$ cat src/rtl/pll_lock_supervisor.sv
// pll_lock_supervisor
// Sequences a PLL through reset, lock acquisition and lock qualification,
// then holds downstream logic in reset until the clock is known good.
// Lock loss in RUN restarts the PLL. Lock timeouts are retried a bounded
// number of times before the block parks in FAULT until reset.
// Optional feature macro: PLL_SUPERVISOR_RELOCK_COUNT_EN enables the
// saturating relock_count counter; without it relock_count is tied to 0.
module pll_lock_supervisor #(
  parameter int RST_CYCLES    = 16,
  parameter int LOCK_TIMEOUT  = 65535,
  parameter int STABLE_CYCLES = 1024,
  parameter int MAX_RETRIES   = 7
) (
  input  logic       clock_in,
  input  logic       reset,
  input  logic       pll_locked,
  output logic       pll_rst,
  output logic       domain_reset,
  output logic       ready,
  output logic       fault,
  output logic [2:0] state,
  output logic [7:0] relock_count
);

  typedef enum logic [2:0] {
    ST_ASSERT_RST = 3'd0,
    ST_WAIT_LOCK  = 3'd1,
    ST_STABLE     = 3'd2,
    ST_RUN        = 3'd3,
    ST_FAULT      = 3'd4
  } state_t;

  // One shared cycle counter covers all three timed states, so it is sized
  // for the largest of the three limits.
  localparam int MAX_AB = (RST_CYCLES > LOCK_TIMEOUT) ? RST_CYCLES : LOCK_TIMEOUT;
  localparam int MAX_P  = (MAX_AB > STABLE_CYCLES) ? MAX_AB : STABLE_CYCLES;
  localparam int CW     = $clog2(MAX_P + 1);
  localparam int RW     = (MAX_RETRIES > 0) ? $clog2(MAX_RETRIES + 1) : 1;

  localparam logic [CW-1:0] RST_LAST    = CW'(RST_CYCLES - 1);
  localparam logic [CW-1:0] TO_LAST     = CW'(LOCK_TIMEOUT - 1);
  localparam logic [CW-1:0] STABLE_LAST = CW'(STABLE_CYCLES - 1);
  localparam logic [CW-1:0] CNT_ONE     = CW'(1);
  localparam logic [RW-1:0] RETRY_MAX   = RW'(MAX_RETRIES);
  localparam logic [RW-1:0] RETRY_ONE   = RW'(1);

  logic [1:0]    sync_r;
  logic          lock_sync;
  state_t        state_r;
  logic [CW-1:0] cnt_r;
  logic [RW-1:0] retries_r;

  // Two-flop synchroniser for the asynchronous PLL lock indication
  always_ff @(posedge clock_in) begin
    if (reset) begin
      sync_r <= 2'b00;
    end else begin
      sync_r <= {sync_r[0], pll_locked};
    end
  end

  assign lock_sync = sync_r[1];

  // Supervisor state machine with its cycle counter and retry counter
  always_ff @(posedge clock_in) begin
    if (reset) begin
      state_r   <= ST_ASSERT_RST;
      cnt_r     <= '0;
      retries_r <= '0;
    end else begin
      case (state_r)
        ST_ASSERT_RST: begin
          if (cnt_r == RST_LAST) begin
            state_r <= ST_WAIT_LOCK;
            cnt_r   <= '0;
          end else begin
            cnt_r <= cnt_r + CNT_ONE;
          end
        end
        ST_WAIT_LOCK: begin
          // Lock is checked first so it wins over a coincident timeout.
          if (lock_sync) begin
            state_r <= ST_STABLE;
            cnt_r   <= '0;
          end else if (cnt_r == TO_LAST) begin
            cnt_r <= '0;
            if (retries_r < RETRY_MAX) begin
              retries_r <= retries_r + RETRY_ONE;
              state_r   <= ST_ASSERT_RST;
            end else begin
              state_r <= ST_FAULT;
            end
          end else begin
            cnt_r <= cnt_r + CNT_ONE;
          end
        end
        ST_STABLE: begin
          // A glitch only restarts the lock wait; the PLL is not reset.
          if (!lock_sync) begin
            state_r <= ST_WAIT_LOCK;
            cnt_r   <= '0;
          end else if (cnt_r == STABLE_LAST) begin
            state_r   <= ST_RUN;
            cnt_r     <= '0;
            retries_r <= '0;
          end else begin
            cnt_r <= cnt_r + CNT_ONE;
          end
        end
        ST_RUN: begin
          if (!lock_sync) begin
            state_r <= ST_ASSERT_RST;
            cnt_r   <= '0;
          end else begin
            cnt_r <= '0;
          end
        end
        ST_FAULT: begin
          state_r <= ST_FAULT;
          cnt_r   <= '0;
        end
        default: begin
          state_r <= ST_FAULT;
          cnt_r   <= '0;
        end
      endcase
    end
  end

  assign state        = state_r;
  assign pll_rst      = (state_r == ST_ASSERT_RST) || (state_r == ST_FAULT);
  assign domain_reset = (state_r != ST_RUN);
  assign ready        = (state_r == ST_RUN);
  assign fault        = (state_r == ST_FAULT);

`ifdef PLL_SUPERVISOR_RELOCK_COUNT_EN
  logic [7:0] relock_r;

  // Count every RUN -> ASSERT_RST transition, saturating at 255
  always_ff @(posedge clock_in) begin
    if (reset) begin
      relock_r <= 8'd0;
    end else if ((state_r == ST_RUN) && !lock_sync && (relock_r != 8'hFF)) begin
      relock_r <= relock_r + 8'd1;
    end else begin
      relock_r <= relock_r;
    end
  end

  assign relock_count = relock_r;
`else
  assign relock_count = 8'd0;
`endif

endmodule

$ cat config.mk
export PLATFORM = sky130hd
export DESIGN_NAME = pll_lock_supervisor
export DESIGN_NICKNAME = d
export VERILOG_FILES = /design/src/rtl/pll_lock_supervisor.sv
export SDC_FILE = /design/constraint.sdc
export NUM_CORES = 1
export LEC_CHECK = 0
export ABC_AREA = 1
export CAP_MARGIN = 20
export CORE_AREA = 8 8 64 66
export DETAILED_ROUTE_END_ITERATION = 10
export DIE_AREA = 0 0 72 74
export PLACE_DENSITY_LB_ADDON = 0.08
export SYNTH_ARGS = -nofsm -noshare
export SYNTH_HDL_FRONTEND = slang
export SYNTH_SLANG_ARGS = --single-unit
$ cat constraint.sdc
create_clock -name clock_in -period 1.4 [get_ports clock_in]
set_input_delay 0.28 -clock clock_in [delete_from_list [all_inputs] [get_ports clock_in]]
set_output_delay 0.28 -clock clock_in [all_outputs]
set_load 0.02 [all_outputs]
# Word level (Yosys, flattened, before mapping)
# Cells that the tools add are included.
[totals] register_bits=24
[op_classes] eq_ne=17 order_cmp=1 reduce_logical=5 mux=20 add_sub_neg=2
[op_table] operator="$mux W16" count=5
[op_table] operator="$pmux W16 S3" count=1
[op_table] operator="$mux W3" count=12
[op_table] operator="$add A16 B1 Y16 const B" count=1
[op_table] operator="$eq A16 B10 Y1 const B" count=1
[op_table] operator="$eq A16 B16 Y1 const B" count=1
[op_table] operator="$eq A16 B4 Y1 const B" count=1
[op_table] operator="$ne A2 B2 Y1 const B" count=7
[op_table] operator="$pmux W3 S4" count=1
[op_table] operator="$eq A3 B2 Y1 const B" count=2
[op_table] operator="$ne A3 B3 Y1 const B" count=2
[op_table] operator="$pmux W3 S2" count=1
[op_table] operator="$reduce_and A6 Y1" count=1
[op_table] operator="$reduce_and A4 Y1" count=1
[op_table] operator="$add A3 B1 Y3 const B" count=1
[op_table] operator="$eq A3 B1 Y1 const B" count=1
[op_table] operator="$eq A3 B3 Y1 const B" count=1
[op_table] operator="$logic_not A3 Y1" count=1
[op_table] operator="$lt A3 B3 Y1 const B" count=1
[op_table] operator="$ne A3 B2 Y1 const B" count=1
[op_table] operator="$reduce_bool A2 Y1" count=1
[op_table] operator="$logic_or A1 B1 Y1" count=1

# Depth between registers and ports, before layout
# Gate-level depths: netlist of run 1.
[logic_depth] depth_word=5 mapped_depth=12 depth_no_buf=12

# Worst setup path before layout of run 1
# No wires, ideal clock.
[synth_timing] path_type="register to output" from="register state_r[1], in the netlist state[1]" to="output port domain_reset" path_buffers=1 slack_ns=-0.447 arrival_ns=1.567 stages_incl_launch_ff=5 path_cell_list="dfxtp_1 > buf_2 > inv_1 > nor3_1 > inv_1"
[synth_via] elab_chain_cells=1
[synth_rtl] item="start: declaration" line_no="49" rtl="state_t state_r;"
[synth_rtl] item="start signal: assignment" line_no="67" rtl="state_r <= ST_ASSERT_RST;"
[synth_rtl] item="start signal: assignment" line_no="74" rtl="state_r <= ST_WAIT_LOCK;"
[synth_rtl] item="start signal: assignment" line_no="83" rtl="state_r <= ST_STABLE;"
[synth_rtl] item="$ne A3 B2 Y1" line_no="132" rtl="assign domain_reset = (state_r != ST_RUN);"
[synth_rtl] item="end: declaration" line_no="18" rtl="output logic domain_reset,"
# Every way passes these cells.

# Worst setup path in the final report of run 1
[layout_timing] from="register state_r[0], in the netlist state[0]" to="output port domain_reset"
# The elaborated chain is that of the path after synthesis.

==> impl_results.md, run 1 <==
* Outcome: complete, but fails checks
* Failing checks: setup timing
* Detail Route Antenna Nets at 0
* RR Startpoint: state[1]
* Share of flip-flops with an asynchronous set or reset at 0
* # setup viols final at 20
* DRT iter0 DRCs at 36
* Hold_buf cts at 0
* DRC viols at 0
* Full die area at 0.00533 mm^2
* Flop and latch count out of synthesis at 24
* Port buffer count at 9
* Synth-to-Final Area Change at 44.0%
* CTS tree: built
* Fin crit share at 1.03
* Hold depth at 2
* Critical Path Start Type: flip-flop
* Reg2reg end: retries_r[2]
* Most used cell, CP: inv_2
* CTS Buffer Depth at 2
* Avg Cell Area, Syn at around 6.8 um^2
* HPWL Detailed at ~2.4 mm
* Sequential share of the synthesized area at 0.342
* Slew Limit Fails at 0
* Max Fclk at 694 MHz
* Core area at around 0.0032 mm^2
* EDFF count, synth at 0
* Routed wire length at 3.27 mm
* HP Start: sync_r[0]
* Max-Cap Viols at 0
* Pin count of the biggest net entering global routing at 14
* Total power draw at approximately 2.4 mW
* VDD IR max at between 0.7 and 0.8 mV
* Drt wl/cell at ~11 um
* RSZ-0062 raised after global routing: true
* H-Tree Depth at 1
* CTS buffer count at 3
* Num rows at 21
* Worst setup path class: flip-flop to primary output
* Count of cell types in the netlist at 29
* Post-Syn Area at 0.00141 mm^2
* Initial Utilization at 0.442
* Initial antenna violation count at 0
* Final core occ at 0.636
* Bufs and invs on worst path at 3
* Router iterations before antenna repair at 4
* Category of the worst setup path capture point: primary output
* Worst Clk Skew at around 0.0073 ns
* Peak fanout along the critical path at 3
* Clk_lat worst skew at about 0.32 ns
* Final nets at ~260
* CP max stage cell: dfxtp_2
* Worst Hold Path EP: sync_r[1]
* Reg2Reg Depth at 8
* Post-Synthesis Cells at about 210
* Reg clk slew, reported paths at between 0.1 and 0.15 ns
* Worst setup margin at -0.0409 ns
* PwrDens at 1180 mW/mm^2
* First-pass GRT wire length at roughly 5.4 mm
* Top FF cell, synth: dfxtp_1
* R2R setup slack at -0.04 ns
* Final Hold Fails at 0
* Die X at between 70 and 80 um
* Worst EP required at approximately 1.1 ns
* Crit. path cell count at 4
* Overflow after GRT at 0
* Share of layout cells above drive strength 1 at 0.472
* Final setup TNS at -0.399 ns
* Worst path max stage delay at between 0.3 and 0.4 ns
* Hold crit path type: flip-flop to flip-flop
* Root buffer cell: clkbuf_4
* Yosys warns at 0
* Placer congestion estimate at between 0.8 and 0.9
* I/O pins at 18
* CP top delay family: flip-flops
* # clock sinks at 24
* Fin crit period at ~1.4 ns
* Chip height at between 70 and 80 um
* Critical path arrival at between 1 and 1.5 ns
* Worst path cell trace: inv_2 -> nor3_4 -> inv_2 -> buf_6
* Via Count at between 1,000 and 1,500
* Lkg Pwr at a little under 0.9 nW
* GRT Util Overall at 0.127
* Vias in the first global route at ~1,300
* DR vias/cell at 4.49
* N_diodes at 0
logic make-up after synthesis:
logic type / Yosys count / share of synthesized area
fa+ha+maj: 3 / 0.0267
buf+inv: 39 / 0.132
other cells: 1 / 0.00267
simple gates: 120 / 0.389
xor+xnor: 11 / 0.0686
compound gates: 10 / 0.0392
flops: 24 / 0.342
power breakdown:
part	total (mW)	switching [mW]	leakage [nW]	internal (mW)
registers	0.850	0.0838	0.202	0.766
logic	1.17	0.647	0.650	0.520
clock network	0.369	0.210	0.0210	0.159
total	2.39	0.941	0.873	1.45
synth_stat cells (2+ instances only):
cell	instances	area share
nor2_1	46	0.12
nand2_1	45	0.12
dfxtp_1	24	0.34
inv_1	24	0.064
xor2_1	9	0.056
buf_4	8	0.043
nand3_1	8	0.028
a21oi_1	4	0.014
inv_2	4	0.011
nor3_1	4	0.014
o21ai_0	4	0.014
ha_1	3	0.027
nand2_2	3	0.013
nor2_2	3	0.013
and3_1	2	0.0089
nand3_2	2	0.014
nor4_1	2	0.0089
xnor2_1	2	0.012
placed cells by master (no fill, tap or decap), types with 3 or more instances in the layout:
cell,count
nand2_1,36
buf_4,28
nor2_1,26
inv_1,19
nor2_2,17
dfxtp_1,11
nand2_2,10
xor2_1,9
dfxtp_2,9
inv_2,8
conb_1,8
buf_6,8
nor2_4,7
nand3_1,7
nand3_4,4
o21ai_0,4
dfxtp_4,4
nand2_4,3
a21oi_2,3
clkbuf_4,3
buf_2,3
cell type report:
| class | instances | area [um^2] |
|---|---|---|
| Timing Repair Buffer | 41 | 335 |
| Clock buffer | 4 | 36.3 |
| Tap cell | 46 | 57.6 |
| Fill cell | 272 | 1160 |
| Multi-Input combinational cell | 153 | 980 |
| Sequential cell | 24 | 507 |
| Inverter | 28 | 108 |
routing by layer:
layer	routed length (um)	vias up	GRT usage
li1	-	707	-
met1	1350	604	0.140
met2	1790	14	0.243
met3	85	5	0.0162
met4	45	0	0.0476
met5	0	-	0
flip-flops by register name, indices dropped and copies added, names as in the netlist:
name,count
cnt_r,16
sync_r,2
retries_r,3
state,3
worst min-delay path: stages, from the launching register on:
cell     delay (ns)
dfxtp_1        0.32
inv_1          0.05
nor2_1         0.03
through the flow:
| stage | hold slack (ns) | cell area [um^2] | worst slack (ns) | cells |
|---|---|---|---|---|
| CTS | 0.430 | 1890 | -0.0393 | 296 |
| global route | 0.454 | 2020 | -0.129 | 296 |
| finish | 0.423 | 2020 | -0.0409 | 296 |
| detailed placement | 0.411 | 1750 | -0.0972 | 287 |
| global placement | 0.412 | 1750 | -0.0651 | 287 |
| floorplan | 0.387 | 1480 | 0.0252 | 215 |
worst max-delay path by stage:
stage	start	to	slack, ns
finish	state[0]	domain_reset	-0.04
global route	state[2]	cnt_r[1]	-0.13
CTS	state[2]	cnt_r[0]	-0.04
detailed placement	state[0]	ready	-0.1
global placement	state[0]	ready	-0.07
floorplan	cnt_r[1]	cnt_r[10]	0.03
timing repair:
action / in CTS / in global routing
cloned: 1 / 0
gates resized for setup: 55 / 49
buffers inserted: 4 / 0
pin swaps: 12 / 21
endpoints found under the setup margin: 27 / 27
Power figures use the tool's default switching activity.
==> inputs of run 2 (changes only) <==
--- a/config.mk
+++ b/config.mk
@@ -11,6 +11,7 @@
 export DETAILED_ROUTE_END_ITERATION = 10
 export DIE_AREA = 0 0 72 74
 export PLACE_DENSITY_LB_ADDON = 0.08
+export SKIP_LAST_GASP = 1
 export SYNTH_ARGS = -nofsm -noshare
 export SYNTH_HDL_FRONTEND = slang
 export SYNTH_SLANG_ARGS = --single-unit
==> constraint.sdc (replaced) <==
create_clock -name clock_in -period 1.2 [get_ports clock_in]
set_input_delay 0.24 -clock clock_in [delete_from_list [all_inputs] [get_ports clock_in]]
set_output_delay 0.24 -clock clock_in [all_outputs]
set_load 0.02 [all_outputs]
==> impl_results.md, run 2 (synthesized netlist as in run 1, its figures left out) <==
* Critical Path Start Type: flip-flop
* Overflow after GRT at 0
* Chip height at 74 um
* Commonest non-fill, non-tap cell in the layout: buf_4
* Category of the worst setup path capture point: primary output
* Synth-to-Final Area Change at 53.5%
* Routing usage on met3 at 0.0216
* First-pass GRT wire length at 5.92 mm
* GR Util met1 at 0.142
* I/O pins at 18
* Hold_buf cts at 0
* Clk pwr share at 0.131
* Internal power at 1.73 mW
* Initial antenna violation count at 0
* Final nets at 273
* Detail Route Antenna Nets at 0
* Drt wl/cell at about 12 um
* Comb pwr share at 0.521
* Port buffer count at 9
* Num rows at 21
* PwrDens at around 1300 mW/mm^2
* Pin count of the biggest net entering global routing at 14
* Worst setup path class: flip-flop to primary output
* H-Tree Depth at 1
* Core area at about 0.0032 mm^2
* Share of layout cells above drive strength 1 at 0.492
* VDD IR max at between 0.8 and 0.9 mV
* Placer congestion estimate at ~0.82
* Hold_ws at between 0.4 and 0.5 ns
* Initial Utilization at 0.442
* Met2 GRT Util at 0.276
* Largest register FFs at 16
* RR Startpoint: state[0]
* DR vias/cell at between 4 and 5
* Max-Cap Viols at 0
* Hold depth at 3
* Full die area at about 0.0053 mm^2
* Worst setup margin at -0.318 ns
* Peak fanout along the critical path at 3
* Hold crit path type: input pin to flip-flop
* Switching power at 1.17 mW
* Failing checks: setup timing
* Root buffer cell: clkbuf_4
* RSZ-0062 raised after global routing: true
* Most flops, register: cnt_r
* # setup viols final at 29
* Reg2Reg Depth at 7
* Reg clk slew, reported paths at around 0.14 ns
* Max Fclk at about 660 MHz
* Worst slew margin at 0.635
* Via Count at 1,418
* Outcome: complete, but fails checks
* Fin crit share at 1.26
* HPWL Detailed at around 2.6 mm
* # clock sinks at 24
* Fin crit period at roughly 1.5 ns
* Slew Limit Fails at 0
* Slew @ Worst Pin at approximately 0.55 ns
* Fillers at approximately 270
* Most frequent cells in the layout: buf_4 (41), nand2_1 (39), nor2_1 (25), nor2_2 (18), inv_1 (17)
* Clk_lat worst skew at between 0.3 and 0.4 ns
* DRT iter0 DRCs at 37
* CTS tree: built
* CP startpoint: state[0]
* Vias in the first global route at between 1,000 and 1,500
* Worst Clk Skew at roughly 0.0074 ns
* Final Hold Fails at 0
* Critical path arrival at around 1.3 ns
* GRT Util Overall at 0.139
* CTS buffer count at 3
* DRC viols at 0
* Die X at between 70 and 80 um
* CTS Buffer Depth at 2
* N_diodes at 0
* Lkg Pwr at 0.956 nW
* DP Worst Slack at -0.289 ns
* Router iterations before antenna repair at 4
* HP Start: pll_locked
* Flop pwr share at 0.348
* Busiest metal layer after global routing: met2
* Routed wire length at around 3.7 mm
* Net switching share of the total power at 0.404
* Worst EP required at about 0.96 ns
run 2: cell count changes in the layout (fill, tap and decap cells not counted), moves of 2 or more:
cell	delta
nand2_2	-2
buf_6	+5
buf_4	+13
nand2_1	+3
dfxtp_2	-3
buf_2	-3
dfxtp_1	+2
inv_1	-2
run 2: what timing repair did:
action | in CTS | in global routing
gates cloned | 1 | 0
pin swaps | 15 | 11
buffers inserted | 7 | 4
setup endpoints to repair | 29 | 29
resized for setup | 62 | 41
run 2: path summary, 6_finish.rpt:
check,end,slack [ns]
setup reg to reg,cnt_r[2],-0.29
hold / removal,sync_r[0],0.42
hold reg to reg,sync_r[1],0.42
setup / recovery,pll_rst,-0.32
run 2: worst max-delay path, stage by stage, from the launching register on:
cell and delay [ns]:
dfxtp_4 0.38, buf_4 0.13, buf_6 0.11, buf_6 0.11, nor2_4 0.10, buf_6 0.12
run 2: area by class of cell:
| class | count | area (um^2) | area share |
|---|---|---|---|
| multi-input combinational | 153 | 962 | 0.446 |
| sequential | 24 | 507 | 0.235 |
| timing repair buffer | 57 | 494 | 0.229 |
| inverter | 28 | 110 | 0.0510 |
| tap | 46 | 57.6 | 0.0267 |
| clock buffer | 4 | 26.3 | 0.0122 |
run 2: routing by layer:
metal  vias up  share of wire
li1        737              -
met1       648           0.41
met2        25           0.53
met3         8          0.034
met4         0          0.016
met5         -              0
run 2: per-stage QoR:
stage	std cells	total power [mW]	utilization	setup TNS (ns)	area, um^2
2_1_floorplan	215	1.70	-	-2.34	1500
3_3_place_gp	297	2.02	0.584	-6.02	1860
3_5_place_dp	297	2.06	0.584	-6.74	1860
4_1_cts	309	2.66	0.632	-5.94	2010
5_1_grt	312	3.07	0.678	-9.38	2160
6_report	312	2.90	0.678	-7.06	2160
run 2: power groups by stage:
stage / clock network [mW] / logic [mW] / registers [mW]
global route: 0.419 / 1.63 / 1.03
finish: 0.381 / 1.51 / 1.01
global placement: 0 / 1.02 / 1.00
floorplan: 0 / 0.671 / 1.02
detailed placement: 0 / 1.05 / 1.01
CTS: 0.393 / 1.27 / 0.998
==> inputs of run 3 (changes only) <==
--- a/config.mk
+++ b/config.mk
@@ -10,6 +10,7 @@
 export CORE_AREA = 8 8 64 66
 export DETAILED_ROUTE_END_ITERATION = 10
 export DIE_AREA = 0 0 72 74
+export GPL_TIMING_DRIVEN = 0
 export PLACE_DENSITY_LB_ADDON = 0.08
 export SKIP_LAST_GASP = 1
 export SYNTH_ARGS = -nofsm -noshare
==> impl_results.md, run 3 (synthesized netlist as in run 1, its figures left out) <==
* Worst Hold Path EP: state[2]
* Failing checks: setup timing
* Largest register FFs at 16
* Final Hold Fails at 0
* Category of the worst setup path capture point: flip-flop
* VDD IR max at between 0.8 and 0.9 mV
* Full die area at roughly 0.0053 mm^2
* Final setup TNS at -6.47 ns
* N_diodes at 0
* # clock sinks at 24
* Design area at about 0.0021 mm^2
* HPWL Detailed at 2.23 mm
* Critical path arrival at 1.72 ns
* Reg clk slew, reported paths at about 0.15 ns
* Router iterations before antenna repair at 4
* CTS buffer count at 3
* HP Start: reset
* H-Tree Depth at 1
* Pin count of the biggest net entering global routing at 15
* GRT Util Overall at 0.121
* Clk_lat worst skew at approximately 0.32 ns
* Final non-filler cell total at 290
* Synth-to-Final Area Change at 46.4%
* Detail Route Antenna Nets at 0
* CTS tree: built
* First-pass GRT wire length at approximately 5.3 mm
* RSZ-0062 raised after global routing: true
* Lkg Pwr at around 0.87 nW
* Placed cell areas at 0.00164 mm^2
* Vias in the first global route at between 1,000 and 1,500
* Routed wire length at 3.31 mm
* Reg2Reg Depth at 11
* Placer congestion estimate at approximately 0.85
* Hold crit path type: input pin to flip-flop
* DP Cell Count at roughly 270
* Slew Limit Fails at 0
* Drt wl/cell at approximately 11 um
* Fin crit period at ~1.5 ns
* Core area at 0.00318 mm^2
* Peak fanout along the critical path at 5
* Worst setup margin at -0.295 ns
* Hold depth at 2
* Overflow after GRT at 0
* CTS Buffer Depth at 2
* DRT iter0 DRCs at 52
* Most flops, register: cnt_r
* Die X at about 72 um
* Worst setup path class: flip-flop to flip-flop
* Hold_ws at 0.231 ns
* RR Startpoint: cnt_r[1]
* Initial Utilization at 0.442
* DRC viols at 0
* Fin crit share at 1.25
* Outcome: complete, but fails checks
* Port buffer count at 8
* DP Worst Slack at -0.390 ns
* Worst Clk Skew at about 0.011 ns
* Commonest non-fill, non-tap cell in the layout: nand2_1
* Max Fclk at between 600 and 700 MHz
* Critical Path Start Type: flip-flop
* I/O pins at 18
* Most frequent cells in the layout: nand2_1 (34), nor2_1 (25), buf_4 (21), inv_1 (18), nor2_2 (13)
* Worst EP required at about 1.4 ns
* PwrDens at around 1400 mW/mm^2
* Root buffer cell: clkbuf_4
* Initial antenna violation count at 0
* Max-Cap Viols at 0
* Fillers at 276
* Chip height at 74 um
* Via Count at ~1,300
* Num rows at 21
* # setup viols final at 28
* R2R setup slack at -0.30 ns
* Final core occ at 0.647
* Final nets at 251
* Share of layout cells above drive strength 1 at 0.467
* DR vias/cell at ~4.6
* Reg2reg end: cnt_r[14]
* Total power draw at roughly 3.0 mW
-- run 3: cell types whose count changed in the layout (fill, tap and decap cells not counted), sizes merged --
cell,delta
clkbuf,+1
buf,-21
nand3,-1
clkdlybuf4s50,-1
-- run 3: timing repair --
action / 4_1_cts / 5_1_grt
pin swaps: 11 / 24
setup endpoints to repair: 29 / 29
cloned: 1 / 0
gates resized for setup: 54 / 59
hold buffers: 0 / 0
buffers inserted: 11 / 5
-- run 3: worst max path at each step --
stage | start | endpoint | slack [ns] | depth (start not counted)
after floorplan | cnt_r[1] | cnt_r[10] | -0.17 | 11
after global placement | cnt_r[0] | cnt_r[13] | -0.36 | 11
after detailed placement | cnt_r[0] | cnt_r[5] | -0.39 | 11
after CTS | cnt_r[0] | cnt_r[14] | -0.28 | 11
after global routing | cnt_r[1] | cnt_r[13] | -0.42 | 11
final | cnt_r[1] | cnt_r[14] | -0.30 | 11
-- run 3: area by class of cell --
class | count | area [um^2] | area share
multi-input combinational | 152 | 981 | 0.477
sequential | 24 | 514 | 0.250
buffer | 11 | 98.8 | 0.0481
tap | 46 | 57.6 | 0.0280
timing repair buffer | 25 | 245 | 0.119
inverter | 28 | 113 | 0.0547
clock buffer | 4 | 47.5 | 0.0231
-- run 3: worst max-delay path: stages (launching register included) --
cell	delay [ns]
dfxtp_4	0.41
ha_4	0.15
nand3_4	0.10
nor2_4	0.12
nand2_2	0.08
nand2_2	0.06
nand2_2	0.06
inv_2	0.06
nand2_2	0.06
nand3_4	0.11
buf_8	0.15
nor2_4	0.04
-- run 3: power breakdown --
| part | switching (mW) | total, mW | internal (mW) |
|---|---|---|---|
| combinational | 0.760 | 1.46 | 0.701 |
| sequential | 0.108 | 1.00 | 0.894 |
| clock | 0.259 | 0.514 | 0.254 |
-- run 3: routing by layer --
| layer | up-vias | global-route usage | wire (um) |
|---|---|---|---|
| li1 | 690 | - | - |
| met1 | 612 | 0.133 | 1430 |
| met2 | 19 | 0.230 | 1740 |
| met3 | 4 | 0.0216 | 106 |
| met4 | 0 | 0.0340 | 36 |
| met5 | - | 0 | 0 |
